<file path="config.mk">
export PLATFORM = sky130hd
export DESIGN_NAME = bcd_to_binary_seq
export DESIGN_NICKNAME = d
export VERILOG_FILES = /design/src/rtl/bcd_to_binary_seq.sv
export SDC_FILE = /design/constraint.sdc
export NUM_CORES = 1
export LEC_CHECK = 0
export ABC_CLOCK_PERIOD_IN_PS = 1300
export CORE_MARGIN = 2
export CORE_UTILIZATION = 40
export DETAILED_ROUTE_END_ITERATION = 7
export PLACE_DENSITY_LB_ADDON = 0.12
export SKIP_LAST_GASP = 1
export SLEW_MARGIN = 15
export SYNTH_ARGS = -nofsm -noshare
export SYNTH_HDL_FRONTEND = slang
export SYNTH_SLANG_ARGS = --single-unit
</file>
<file path="constraint.sdc">
create_clock -name CLOCK_50 -period 1.3 [get_ports CLOCK_50]
set_input_delay 0.13 -clock CLOCK_50 [delete_from_list [all_inputs] [get_ports CLOCK_50]]
set_output_delay 0.13 -clock CLOCK_50 [all_outputs]
set_load 0.1 [all_outputs]
</file>
<file path="src/rtl/bcd_to_binary_seq.sv">
// ============================================================================
// Module   : bcd_to_binary_seq
// Purpose  : Sequential 3-digit BCD (000-255) to 8-bit binary converter using
//            reverse double-dabble, one shift per clock.
// Options  : BCD_SATURATE_EN - over-range input saturates to 8'hFF, err=0
//            (default build: over-range gives bin=0, err=1).
// Revision : 1.0 - initial release
// ============================================================================
`default_nettype none

module bcd_to_binary_seq (
    input  logic       CLOCK_50,
    input  logic       RST_N,
    input  logic       start,
    input  logic [1:0] hundreds,
    input  logic [3:0] tens,
    input  logic [3:0] ones,
    output logic [7:0] bin,
    output logic       done,
    output logic       busy,
    output logic       err
);

    localparam logic [1:0] c_IDLE   = 2'd0;
    localparam logic [1:0] c_SHIFT  = 2'd1;
    localparam logic [1:0] c_FINISH = 2'd2;

    localparam logic [2:0] c_LAST_SHIFT = 3'd7;

    logic [1:0]  r_state;
    logic [2:0]  r_cnt;
    logic [17:0] r_sreg;
    logic        r_bad_digit;
    logic        r_over_range;
    logic [7:0]  r_bin;
    logic        r_err;
    logic        r_done;

    logic        w_accept;
    logic        w_bad_digit;
    logic [9:0]  w_value;
    logic        w_over_range;
    logic [17:0] w_shifted;
    logic [3:0]  w_tens_adj;
    logic [3:0]  w_ones_adj;
    logic [17:0] w_sreg_next;
    logic [7:0]  w_fin_bin;
    logic        w_fin_err;

    assign w_accept     = (r_state == c_IDLE) && start;
    assign w_bad_digit  = (tens > 4'd9) || (ones > 4'd9);
    assign w_value      = 10'(hundreds) * 10'd100 + 10'(tens) * 10'd10 + 10'(ones);
    assign w_over_range = !w_bad_digit && (w_value > 10'd255);

    // Shift right, then pull each BCD digit back from "half of 10" (>=8) by 3.
    assign w_shifted   = {1'b0, r_sreg[17:1]};
    assign w_tens_adj  = (w_shifted[15:12] >= 4'd8) ? (w_shifted[15:12] - 4'd3) : w_shifted[15:12];
    assign w_ones_adj  = (w_shifted[11:8]  >= 4'd8) ? (w_shifted[11:8]  - 4'd3) : w_shifted[11:8];
    assign w_sreg_next = {w_shifted[17:16], w_tens_adj, w_ones_adj, w_shifted[7:0]};

    always_comb begin
        w_fin_bin = r_sreg[7:0];
        w_fin_err = 1'b0;
        if (r_bad_digit) begin
            w_fin_bin = 8'h00;
            w_fin_err = 1'b1;
        end else if (r_over_range) begin
`ifdef BCD_SATURATE_EN
            w_fin_bin = 8'hFF;
            w_fin_err = 1'b0;
`else
            w_fin_bin = 8'h00;
            w_fin_err = 1'b1;
`endif
        end
    end

    always_ff @(posedge CLOCK_50 or negedge RST_N) begin
        if (!RST_N) begin
            r_state      <= c_IDLE;
            r_cnt        <= 3'd0;
            r_sreg       <= 18'd0;
            r_bad_digit  <= 1'b0;
            r_over_range <= 1'b0;
            r_bin        <= 8'h00;
            r_err        <= 1'b0;
            r_done       <= 1'b0;
        end else begin
            r_done <= (r_state == c_FINISH);
            case (r_state)
                c_IDLE: begin
                    if (w_accept) begin
                        r_sreg       <= {hundreds, tens, ones, 8'h00};
                        r_cnt        <= 3'd0;
                        r_bad_digit  <= w_bad_digit;
                        r_over_range <= w_over_range;
                        // Unconvertible requests skip straight to reporting.
                        r_state      <= (w_bad_digit || w_over_range) ? c_FINISH : c_SHIFT;
                    end
                end
                c_SHIFT: begin
                    r_sreg <= w_sreg_next;
                    r_cnt  <= r_cnt + 3'd1;
                    if (r_cnt == c_LAST_SHIFT) begin
                        r_state <= c_FINISH;
                    end
                end
                c_FINISH: begin
                    r_bin   <= w_fin_bin;
                    r_err   <= w_fin_err;
                    r_state <= c_IDLE;
                end
                default: begin
                    r_state <= c_IDLE;
                end
            endcase
        end
    end

    assign bin  = r_bin;
    assign err  = r_err;
    assign done = r_done;
    assign busy = (r_state != c_IDLE);

endmodule

`default_nettype wire

</file>
Yosys cells after proc, flatten, opt, wreduce, memory -nomap -nowiden
Cells that the tools add are included.
Operators by class
  magnitude comparators: 5
  add/sub/neg operators: 5
  multiplexer cells: 14
  multiply operators: 2
  reduce and logical (&&, ||, !) cells: 11
  equal/unequal tests: 5
Operators with widths (number)
  $pmux 18 s2: 1
  $mux 18: 1
  $mux 8: 2
  $add 10x4->10: 1
  $add 9x8->10: 1
  $gt 10x8->1 const B: 1
  $ge 4x4->1 const B: 2
  $gt 4x4->1 const B: 2
  $mux 4: 2
  $sub 4x2->4 const B: 2
  $mul 2x5->7 const B: 1
  $mul 4x3->7 const B: 1
  $mux 2: 3
  $pmux 3 s2: 1
  $reduce_and 2->1: 3
  $ne 2x2->1 const B: 2
  $pmux 2 s2: 1
  $reduce_bool 2->1: 2
  $add 3x1->3 const B: 1
  $eq 3x3->1 const B: 1
  $mux 3: 1
  $eq 2x1->1 const B: 1
  $eq 2x2->1 const B: 1
  $logic_and 1x1->1: 2
  other kinds (4): 6
Word-level totals
  register bits: 35
  word-level logic and storage cells: 50
  bits of input ports: 13
  output and inout port bits: 11

Longest topological paths before layout
Gate-level depths: netlist (run 1).
  word-level depth: 9
  depth in mapped cells: 10
  depth with buffers taken out: 10

Least setup slack after synthesis (run 1)
No wires, ideal clock.
  kind: input -> register
  start: input port tens[1]
  end: register r_state[1]
  data required time: 1.159 ns
  path slack: -1.330 ns
  stages on the path: 10
  path buffers: 0
  setup time: 0.141 ns
  data arrival time: 2.489 ns
  cells stage by stage: ha_1 ha_1 fa_1 xor2_1 ha_1 ha_1 a21o_2 o311a_4 a2111oi_4 a211oi_1
On the way
  cells in the longest elaborated chain, start to end: 9
  elaborated cells between the ends (all ways): 12
  those cells by class: 2 x add/sub; 1 x mul; 2 x order compare; 3 x mux; 4 x reduce/logical
Ends and longest elaborated chain
  from (decl): RTL line 16  | input logic [3:0] tens,
  $mul 4x3->7: RTL line 52  | assign w_value = 10'(hundreds) * 10'd100 + 10'(tens) * 10'd10 + 10'(ones);
  $add 9x8->10: RTL line 52
  $add 10x4->10: RTL line 52
  $gt 10x8->1: RTL line 53  | assign w_over_range = !w_bad_digit && (w_value > 10'd255);
  $logic_and 1x1->1: RTL line 53
  $logic_or 1x1->1 (*): RTL line 98  | r_state <= (w_bad_digit || w_over_range) ? c_FINISH : c_SHIFT;
  $mux 2 (*): RTL line 98
  $mux 2 (*): RTL line 92  | if (w_accept) begin
  $pmux 2 s2 (*): RTL line 90  | case (r_state)
  to (signal assigned): RTL line 98
  to (signal assigned): RTL line 105  | r_state <= c_FINISH;
  to (signal assigned): RTL line 111  | r_state <= c_IDLE;
  to (decl): RTL line 30  | logic [1:0] r_state;
Mark *: on every way between the ends. The rest lies on a longest branch, timed or not. The select of a mux whose other input is x is not followed.
A chain may end at the register's enable or synchronous reset.

Worst setup path in the final report (run 1)
  start: input port tens[1]
  end: register r_over_range
On the way
  cells in the longest elaborated chain, start to end: 5
  elaborated cells between the ends (all ways): 8
  those cells by class: 2 x add/sub; 1 x mul; 2 x order compare; 3 x reduce/logical
Ends and longest elaborated chain
  $mul 4x3->7: RTL line 52
  $add 9x8->10: RTL line 52
  $add 10x4->10: RTL line 52
  $gt 10x8->1: RTL line 53
  $logic_and 1x1->1 (*): RTL line 53
  to (signal assigned): RTL line 96  | r_over_range <= w_over_range;
  to (decl): RTL line 34  | logic r_over_range;
Mark *: on every way between the ends. The rest lies on a longest branch, timed or not.

==> impl_metrics.tcl, run 1 <==
set metrics [dict create \
    grt.overflow.total 0 \
    cts.sinks 35 \
    fin_skew_ns 0.0117 \
    dpl_cell_area_um2 2660 \
    syn_area_per_cell_um2 10.8 \
    finalWorstSetupSlack_ns -1.15 \
    synth_cell_types 32 \
    max_slew_margin_pct 74.6 \
    grt_max_degree 36 \
    max_freq_mhz 409 \
    clkTransAtPathRegs_ns 0.08 \
    clk_latency_ns 0.28 \
    start_kind "input pin" \
    htree_levels 2 \
    cp.required_ns 1.44 \
    yosys_register_bits 35 \
    antennaDiodeCount 0 \
    drive_gt1_share_pct 33.7 \
    numCtsBuffers 5 \
    clockRootBuffer "clkbuf_8" \
    wl_um 4220 \
    pre_cts_slack_ns -1.84 \
    vdd_drop_max_mv 0.927 \
    synth_edf_count 0 \
    drc 0 \
    r2r_end "r_state[1]$_DFFE_PN0P_" \
    final_hold_viol_count 0 \
    yosysTopAreaCellShare_pct 44.1 \
    vias 1564 \
    cts_hold_buf 0 \
    pin_count 24 \
    mostFrequentLayoutCells "buf_4 (36), dfrtp_1 (34), a22o_1 (18)" \
    rsz0062_at_grt "true" \
    vias_per_cell 5.00 \
    synth_nets 223 \
    first_global_vias 1629 \
    arrival_ns 2.59 \
    status "finished, violations left" \
    crit_fanout 3 \
    synthFlopType "dfrtp_1" \
    grt_first_pass_wirelength_um 7020 \
    worstMarginPinSlew_ns 0.381 \
    ant_nets 0 \
    maxCapViolCount 0 \
    maxSlewViolCount 0 \
    numPortBuffers 23 \
    yosys-top-cells-area "dfrtp_1 (44%), ha_1 (14%), a22o_1 (7.9%), fa_1 (4.0%), a21oi_1 (3.5%)" \
    timing.final.crit_period_ns 2.45 \
    syn_inst 184 \
    end_kind "flip-flop" \
    timing.hold.ws_ns 0.218 \
    die_y_um 74.4 \
    drtPass1Iterations 4 \
    tritoncts "built" \
    area_delta_synth_final_pct 46.1 \
    min_period_over_period_pct 188 \
    num_rows 25 \
    setup_viol 4 \
    start_util_pct 41.7 \
    grt_use_total_pct 16.6 \
    wl_per_cell_um 13.5 \
    core_area_um2 4750 \
    drtIter0Drc 58 \
    yosysTopAreaCell "dfrtp_1" \
    dp_hpwl_um 3270 \
    r2r-start "r_state[0]$_DFFE_PN0P_" \
    nets 284 \
    async_flop_share_pct 100 \
    worstHoldPathType "in2async" \
    gp_congestion 0.825 \
    layout_commonest_cell "buf_4" \
    reg2reg_slack_ns 0.04 \
    yosysWarnings 0 \
    die_x_um 74.4 \
    antenna_found_initial 0 \
    rr_worst_depth 3 \
    die_area_um2 5540 \
    postLayoutCellArea_um2 2900 \
    syn_area_um2 1980 \
    failed_checks "setup timing" \
    synth-seq-area-share_pct 44.1 \
    clk_path_buf_depth 2 \
    setup.worst_path.class "in2reg" \
    power_leakage_nw 1.41 \
    setup_tns_ns -3.46 \
    powerDensity_nw_per_um2 1870 \
]
==> layer usage <==
| metal | vias up | GRT usage (%) | share of wire [%] |
|---|---|---|---|
| met5 | - | 0 | 0 |
| met1 | 754 | 18.5 | 42 |
| li1 | 761 | - | - |
| met4 | 0 | 6.35 | 2.2 |
| met2 | 37 | 31.0 | 52 |
| met3 | 12 | 3.39 | 3.8 |
==> worst max-delay path, stage by stage <==
cell	delay, ns
buf_8	0.10
ha_4	0.23
ha_4	0.16
fa_2	0.33
xor2_1	0.15
ha_1	0.31
ha_4	0.28
and4b_1	0.18
nand4b_1	0.15
a2111oi_4	0.46
o22ai_1	0.12
==> power by group <==
group	leakage [nW]	internal (W)	total (W)	switching, W
Combinational	0.901	0.00134	0.00284	0.00150
Sequential	0.457	0.00140	0.00172	0.000321
Clock	0.0505	0.000482	0.000860	0.000378
Total	1.41	0.00322	0.00542	0.00220
==> layout make-up <==
| cell class | count | area, um2 |
|---|---|---|
| clock buffer | 7 | 96.3 |
| clock inverter | 1 | 7.51 |
| fill | 412 | 1860 |
| multi-input combinational | 128 | 1130 |
| sequential | 35 | 877 |
| tap | 67 | 83.8 |
| inverter | 13 | 48.8 |
| timing repair buffer | 62 | 656 |
==> cell usage after synthesis, types with 2 or more instances <==
cell and number:
a21oi_1 14, a22o_1 18, buf_2 3, clkbuf_1 4
dfrtp_1 35, fa_1 4, ha_1 22, inv_1 13
mux2i_1 2, nand2_1 13, nand2b_1 4, nor2_1 12
nor2b_1 6, nor3b_1 3, o21ai_0 4, o21ai_1 7
o22a_1 2, xnor2_1 4
==> logic make-up after synthesis <==
| kind of cell | Yosys count | share of synthesized area (%) |
|---|---|---|
| AOI/OAI and AO/OA | 52 | 19.5 |
| xor gates and xnor gates | 5 | 2.21 |
| adders and majority gates | 26 | 17.9 |
| buffers and inverters | 21 | 4.22 |
| DFF | 35 | 44.1 |
| muxes | 2 | 1.01 |
| and+or+nand+nor | 43 | 11.0 |
==> timing repair <==
action / CTS / global route
setup buffers: 3 / 4
endpoints found under the setup margin: 15 / 10
resized for setup: 28 / 14
cloned: 0 / 0
pin swaps: 12 / 14
==> how the worst max path moves through the flow <==
stage                                    end  cells after the start    start
global placement    r_over_range$_DFFE_PN0P_                     11  tens[1]
detailed placement  r_over_range$_DFFE_PN0P_                     11  tens[1]
floorplan           r_over_range$_DFFE_PN0P_                     10  tens[1]
CTS                   r_state[1]$_DFFE_PN0P_                     11  tens[3]
finish              r_over_range$_DFFE_PN0P_                     11  tens[1]
global route          r_state[1]$_DFFE_PN0P_                     11  tens[1]
==> metrics by stage <==
step	util [%]	std cells	power, W
after floorplan	-	184	0.00327
after detailed placement	55.9	298	0.00427
after global routing	61.0	313	0.00578
after CTS	59.1	309	0.00524
final	61.0	313	0.00542
after global placement	55.9	298	0.00418
==> flip-flops by register name, indices dropped and copies added, names as in the netlist <==
signal and count:
r_sreg 18, bin 8, r_cnt 3, r_state 2, done 1, err 1, r_bad_digit 1, r_over_range 1
Power figures use the tool's default switching activity.
==> inputs of run 2 (changes only) <==
CAP_MARGIN = 0   (was not set)
REMOVE_ABC_BUFFERS = 1   (was not set)
==> run 2 against run 1 <==
  * The flow still finishes with violations (setup timing)
  * Wire length is essentially flat
  * Combinational power decreased by 11%
  * Clock skew decreased by 0.0089 ns
  * Clock power grew 19%
  * Fmax up 0.22%
  * Global-route usage decreased by 0.14 points
  * Non-clock buffer count is 7 lower
  * Total power is 2.2% lower
  * Critical path depth unchanged
  * Core utilization is 1.6 points lower
  * Setup slack improved by 0.0053 ns
  * Sequential power about the same
  * Largest cell class unchanged
  * Largest power group unchanged
  * Highest routed layer unchanged
==> impl_metrics.tcl, run 2 (synthesized netlist as in run 1, its figures left out) <==
set metrics [dict create \
    status "finished, violations left" \
    failed_checks "setup timing" \
    power_leakage_nw 1.37 \
    vias 1517 \
    drtIter0Drc 59 \
    clk_latency_ns 0.29 \
    tritoncts "built" \
    core_area_um2 4750 \
    numPortBuffers 23 \
    worstMarginPinSlew_ns 0.361 \
    clockRootBuffer "clkbuf_8" \
    crit_fanout 3 \
    worstHoldPathType "in2async" \
    numCtsBuffers 5 \
    drive_gt1_share_pct 29.3 \
    pre_cts_slack_ns -1.92 \
    setup_viol 6 \
    r2r_end "r_sreg[15]$_DFFE_PN0P_" \
    max_slew_margin_pct 75.7 \
    arrival_ns 2.60 \
    min_period_over_period_pct 188 \
    final_hold_viol_count 0 \
    dp_hpwl_um 3090 \
    fill_cells 410 \
    p_comb_share_pct 48.0 \
    cts.sinks 35 \
    p_int_w 0.00318 \
    placed_cells 293 \
    die_area_um2 5540 \
    vias_per_cell 4.96 \
    die_y_um 74.4 \
    pin_count 24 \
    ant_nets 0 \
    final_core_util_pct 59.4 \
    start_util_pct 41.7 \
    antenna_found_initial 0 \
    setup.worst_path.class "in2reg" \
    grt-busiest-layer "met2" \
    r2r-start "r_state[1]$_DFFE_PN0P_" \
    p_seq_share_pct 32.7 \
    sw_frac_of_total_pct 40.1 \
    fin_skew_ns 0.00277 \
    cp.required_ns 1.46 \
    multi_input_area_um2 1100 \
    grt_use_total_pct 16.5 \
    rsz0062_at_grt "true" \
    nets 277 \
    die_x_um 74.4 \
    maxSlewViolCount 0 \
    end_kind "flip-flop" \
    first_global_vias 1525 \
    grtUsageMet1_pct 17.8 \
    max_freq_mhz 410 \
    largest_reg_flops 18 \
    wl_per_cell_um 13.8 \
    grt.overflow.total 0 \
    clkTransAtPathRegs_ns 0.07 \
    powerDensity_nw_per_um2 1880 \
    start_kind "input pin" \
    clk_path_buf_depth 2 \
    wl_um 4220 \
    mostFrequentLayoutCells "dfrtp_1 (35), buf_4 (31), a22o_1 (18)" \
    layout_commonest_cell "dfrtp_1" \
    vdd_drop_max_mv 0.710 \
    htree_levels 2 \
    num_rows 25 \
    p_switching_w 0.00212 \
    use_met2_pct 30.2 \
    reg2reg_slack_ns -0.02 \
    antennaDiodeCount 0 \
    ff_latch_area_um2 876 \
    maxCapViolCount 0 \
    gr-usage-met3_pct 2.44 \
    clkPwrFrac_pct 19.3 \
    timing.final.crit_period_ns 2.44 \
    final_cells 306 \
    drc 0 \
    rr_worst_depth 4 \
    drtPass1Iterations 4 \
    gp_congestion 0.797 \
    finalWorstSetupSlack_ns -1.14 \
    area_delta_synth_final_pct 42.2 \
    grt_max_degree 36 \
    grt_first_pass_wirelength_um 6760 \
    regMostFlops "r_sreg" \
]
==> run 2: timing repair <==
item / CTS / global route
endpoints found under the setup margin: 4 / 21
resized for setup: 28 / 8
setup buffers: 1 / 4
hold buffers: 0 / 0
pin swaps: 11 / 11
==> run 2: layout make-up <==
| class | instances | share of cell area, % |
|---|---|---|
| Clock inverter | 2 | 1.24 |
| Timing Repair Buffer | 55 | 21.0 |
| Multi-Input combinational cell | 128 | 39.1 |
| Inverter | 13 | 1.73 |
| Tap cell | 67 | 2.97 |
| Sequential cell | 35 | 31.0 |
| Clock buffer | 6 | 2.93 |
==> run 2: power by group through the flow <==
stage	clock network, W	logic, W	registers [W]
after global routing	0.00108	0.00278	0.00177
final	0.00102	0.00254	0.00173
after detailed placement	0	0.00243	0.00174
after CTS	0.00104	0.00247	0.00173
after floorplan	0	0.00125	0.00194
after global placement	0	0.00236	0.00173
==> run 2: routing by layer <==
metal | routed length (um) | part of all wire, %
met1 | 1750 | 42
met2 | 2190 | 52
met3 | 143 | 3.4
met4 | 129 | 3.1
met5 | 0 | 0
==> run 2: worst max-delay path by stage <==
stage | start | slack (ns) | endpoint
global route | tens[3] | -1.24 | r_over_range$_DFFE_PN0P_
global placement | tens[1] | -1.87 | r_state[1]$_DFFE_PN0P_
finish | tens[3] | -1.14 | r_over_range$_DFFE_PN0P_
CTS | tens[3] | -1.12 | r_state[1]$_DFFE_PN0P_
detailed placement | tens[1] | -1.92 | r_state[1]$_DFFE_PN0P_
floorplan | tens[1] | -1.37 | r_state[1]$_DFFE_PN0P_
==> run 2: critical path, cell delays in order <==
cell	delay, ns
buf_8	0.10
ha_4	0.23
ha_4	0.16
fa_2	0.37
xor2_2	0.22
ha_4	0.24
ha_4	0.26
and4b_1	0.17
nand4b_1	0.15
a2111oi_4	0.43
o22ai_1	0.14
==> run 2: metrics by stage <==
stage | cell area (um2) | setup TNS [ns] | hold slack, ns | total power [W]
final | 2820 | -3.56 | 0.214 | 0.00530
after floorplan | 1950 | -11.37 | -0.166 | 0.00319
after global routing | 2820 | -4.73 | 0.230 | 0.00563
after detailed placement | 2590 | -6.11 | 0.492 | 0.00417
after CTS | 2750 | -3.48 | 0.223 | 0.00524
after global placement | 2590 | -5.87 | 0.484 | 0.00409
==> inputs of run 3 (changes only) <==
ABC_AREA = 1   (was not set)
CORE_MARGIN = not set   (was 2)
==> run 3 against run 2 <==
  * The flow still finishes with violations (setup timing)
  * Area after synthesis is 0.32% higher
  * Clock-buffer cell count is the same
  * Clock power decreased by 31%
  * Die area decreased by 5.0%
  * Sequential power decreased by 6%
  * Setup slack improved by 0.30 ns
  * First-iteration DRC count shrank 41%
  * Non-clock buffer count fell by 8
  * Final cell count up 6.5%
  * Worst hold slack worse by 0.0023 ns
==> impl_metrics.tcl, run 3 <==
set metrics [dict create \
    status "finished, violations left" \
    failed_checks "setup timing" \
    dp_hpwl_um 2960 \
    cp.required_ns 1.47 \
    maxCapViolCount 0 \
    synthMuxAreaShare_pct 0 \
    core_area_um2 4750 \
    numPortBuffers 23 \
    p_switching_w 0.00218 \
    yosysTopAreaCell "dfrtp_1" \
    synth-seq-area-share_pct 44.0 \
    cts_hold_buf 0 \
    powerDensity_nw_per_um2 1840 \
    antennaDiodeCount 0 \
    p_seq_share_pct 31.9 \
    die_y_um 72.5 \
    drc 0 \
    yosysMostFrequentCell "dfrtp_1" \
    dpl_cell_area_um2 2580 \
    p_int_w 0.00289 \
    worstHoldPathType "in2async" \
    yosys_register_bits 35 \
    regMostFlops "r_sreg" \
    drtIter0Drc 35 \
    clk_latency_ns 0.28 \
    p_comb_share_pct 54.2 \
    vias 1541 \
    start_util_pct 41.9 \
    mostFrequentLayoutCells "dfrtp_1 (35), inv_1 (29), nand2_1 (28)" \
    gp_congestion 0.772 \
    die_area_um2 5260 \
    rr_worst_depth 7 \
    synthFlopType "dfrtp_1" \
    die_x_um 72.5 \
    yosysWarnings 0 \
    ff_latch_area_um2 876 \
    clkPwrFrac_pct 13.9 \
    final_hold_viol_count 0 \
    wl_um 3930 \
    arrival_ns 2.31 \
    finalWorstSetupSlack_ns -0.840 \
    syn_inst 210 \
    crit_start "tens[3]" \
    clockRootBuffer "clkbuf_8" \
    setup.worst_path.class "in2reg" \
    max_freq_mhz 467 \
    timing.final.crit_period_ns 2.14 \
    p_total_w 0.00507 \
    grt_max_degree 36 \
    nets 299 \
    synthSimpleGateAreaFrac_pct 13.2 \
    ant_nets 0 \
    clk_path_buf_depth 2 \
    min_period_over_period_pct 165 \
    r2r-start "r_state[1]$_DFFE_PN0P_" \
    placed_cells 317 \
    reg2reg_slack_ns 0.09 \
    synth_top_family_by_area "adder cells" \
    vias_per_cell 4.73 \
    endpoint "r_state[1]$_DFFE_PN0P_" \
    pre_cts_slack_ns -1.67 \
    rsz0062_at_grt "true" \
    yosysTopAreaCellShare_pct 44.0 \
    syn_area_per_cell_um2 9.48 \
    maxSlewViolCount 0 \
    synth_compound_area_share_pct 15.3 \
    syn_area_um2 1990 \
    r2r_end "bin[6]$_DFFE_PN0P_" \
    yosys.area_share.xor_xnor_pct 1.32 \
    setup_viol 3 \
    power_leakage_nw 1.33 \
    htree_levels 2 \
    cts.sinks 35 \
    async_flop_share_pct 100 \
    num_rows 25 \
    largest_reg_flops 18 \
    synth_cell_types 30 \
    wl_per_cell_um 12.0 \
    sw_frac_of_total_pct 43.0 \
    yosys.area_share.adder_pct 17.9 \
    yosys-top-cells-area "dfrtp_1 (44%), ha_1 (14%), nand2_1 (5.7%), inv_1 (5.5%), fa_1 (4.0%)" \
    max_slew_margin_pct 85.5 \
    drive_gt1_share_pct 28.6 \
    antenna_found_initial 0 \
    end_kind "flip-flop" \
    fill_cells 430 \
    vdd_drop_max_mv 0.601 \
    clkTransAtPathRegs_ns 0.07 \
    start_kind "input pin" \
    tritoncts "built" \
    synth.cells.most_frequent "dfrtp_1 (35), nand2_1 (30), inv_1 (29)" \
    drtPass1Iterations 4 \
    fin_skew_ns 0.00650 \
    grt_use_total_pct 17.0 \
    postLayoutCellArea_um2 2760 \
    final_cells 326 \
    multi_input_area_um2 1030 \
    crit_fanout 2 \
    grt_first_pass_wirelength_um 6820 \
    layout_commonest_cell "dfrtp_1" \
    synth_edf_count 0 \
    numCtsBuffers 5 \
    worstMarginPinSlew_ns 0.217 \
    area_delta_synth_final_pct 38.7 \
    grt.overflow.total 0 \
    pin_count 24 \
    first_global_vias 1535 \
]
run 3: cell types whose count changed in the layout (fill, tap and decap cells not counted), sizes merged, moves of 9 or more:
cell   previous run  this run
a22o             18         3
inv              13        35
nand2            13        31
o22ai             1        10
run 3: critical path, stage by stage:
cell     delay, ns
buf_8         0.10
ha_4          0.23
ha_4          0.16
fa_2          0.33
xor2_1        0.18
ha_1          0.27
ha_1          0.30
nand2_2       0.07
a21oi_2       0.10
nand2_1       0.07
a21oi_2       0.15
nand3_2       0.08
nor2_1        0.09
nor2_1        0.04
run 3: repair_timing:
item | in CTS | in global routing
resized for setup | 28 | 14
buffers inserted | 2 | 2
setup endpoints to repair | 4 | 13
pin swaps | 13 | 14
run 3: power by group through the flow:
stage,clock network [W],registers (W),logic [W]
floorplan,0,0.00189,0.00135
global placement,0,0.00164,0.00259
global route,0.000783,0.00166,0.00302
CTS,0.000733,0.00162,0.00269
detailed placement,0,0.00165,0.00262
finish,0.000706,0.00162,0.00275
run 3: cells by family (layout without fill, tap and decap cells):
kind of cell	count (synthesis)	after routing
flops	35	35
simple gates	58	58
compound gates	49	49
buf+inv	39	88
fa+ha+maj	26	26
xor+xnor	3	3
run 3: worst min path at each step:
stage / startpoint / endpoint / slack [ns] / cells past startpoint
5_1_grt: RST_N / r_sreg[15]$_DFFE_PN0P_ / 0.24 / 2
2_1_floorplan: RST_N / bin[0]$_DFFE_PN0P_ / -0.17 / 0
6_report: RST_N / r_sreg[8]$_DFFE_PN0P_ / 0.21 / 2
4_1_cts: RST_N / r_sreg[8]$_DFFE_PN0P_ / 0.22 / 2
3_5_place_dp: r_cnt[0]$_DFFE_PN0P_ / r_cnt[0]$_DFFE_PN0P_ / 0.48 / 1
3_3_place_gp: r_cnt[0]$_DFFE_PN0P_ / r_cnt[0]$_DFFE_PN0P_ / 0.47 / 1
run 3: cell type report:
cell class	instances	share of cell area (%)
inverter	35	4.94
sequential	35	31.7
tap	67	3.04
timing repair buffer	47	20.2
clock buffer	6	2.63
multi-input combinational	136	37.5
run 3: metal layers:
layer	track usage (%)	up-vias	share of wire, %
li1	-	786	-
met3	3.47	6	2.3
met4	6.54	0	1.5
met1	20.2	726	44
met2	30.2	23	52
met5	0	-	0
run 3: through the flow:
stage / utilization, % / hold WS (ns) / setup TNS, ns
final: 58.1 / 0.212 / -2.43
after global routing: 58.1 / 0.240 / -2.72
after CTS: 56.9 / 0.215 / -2.63
after detailed placement: 54.2 / 0.482 / -4.91
after global placement: 54.2 / 0.474 / -4.72
after floorplan: - / -0.166 / -5.14
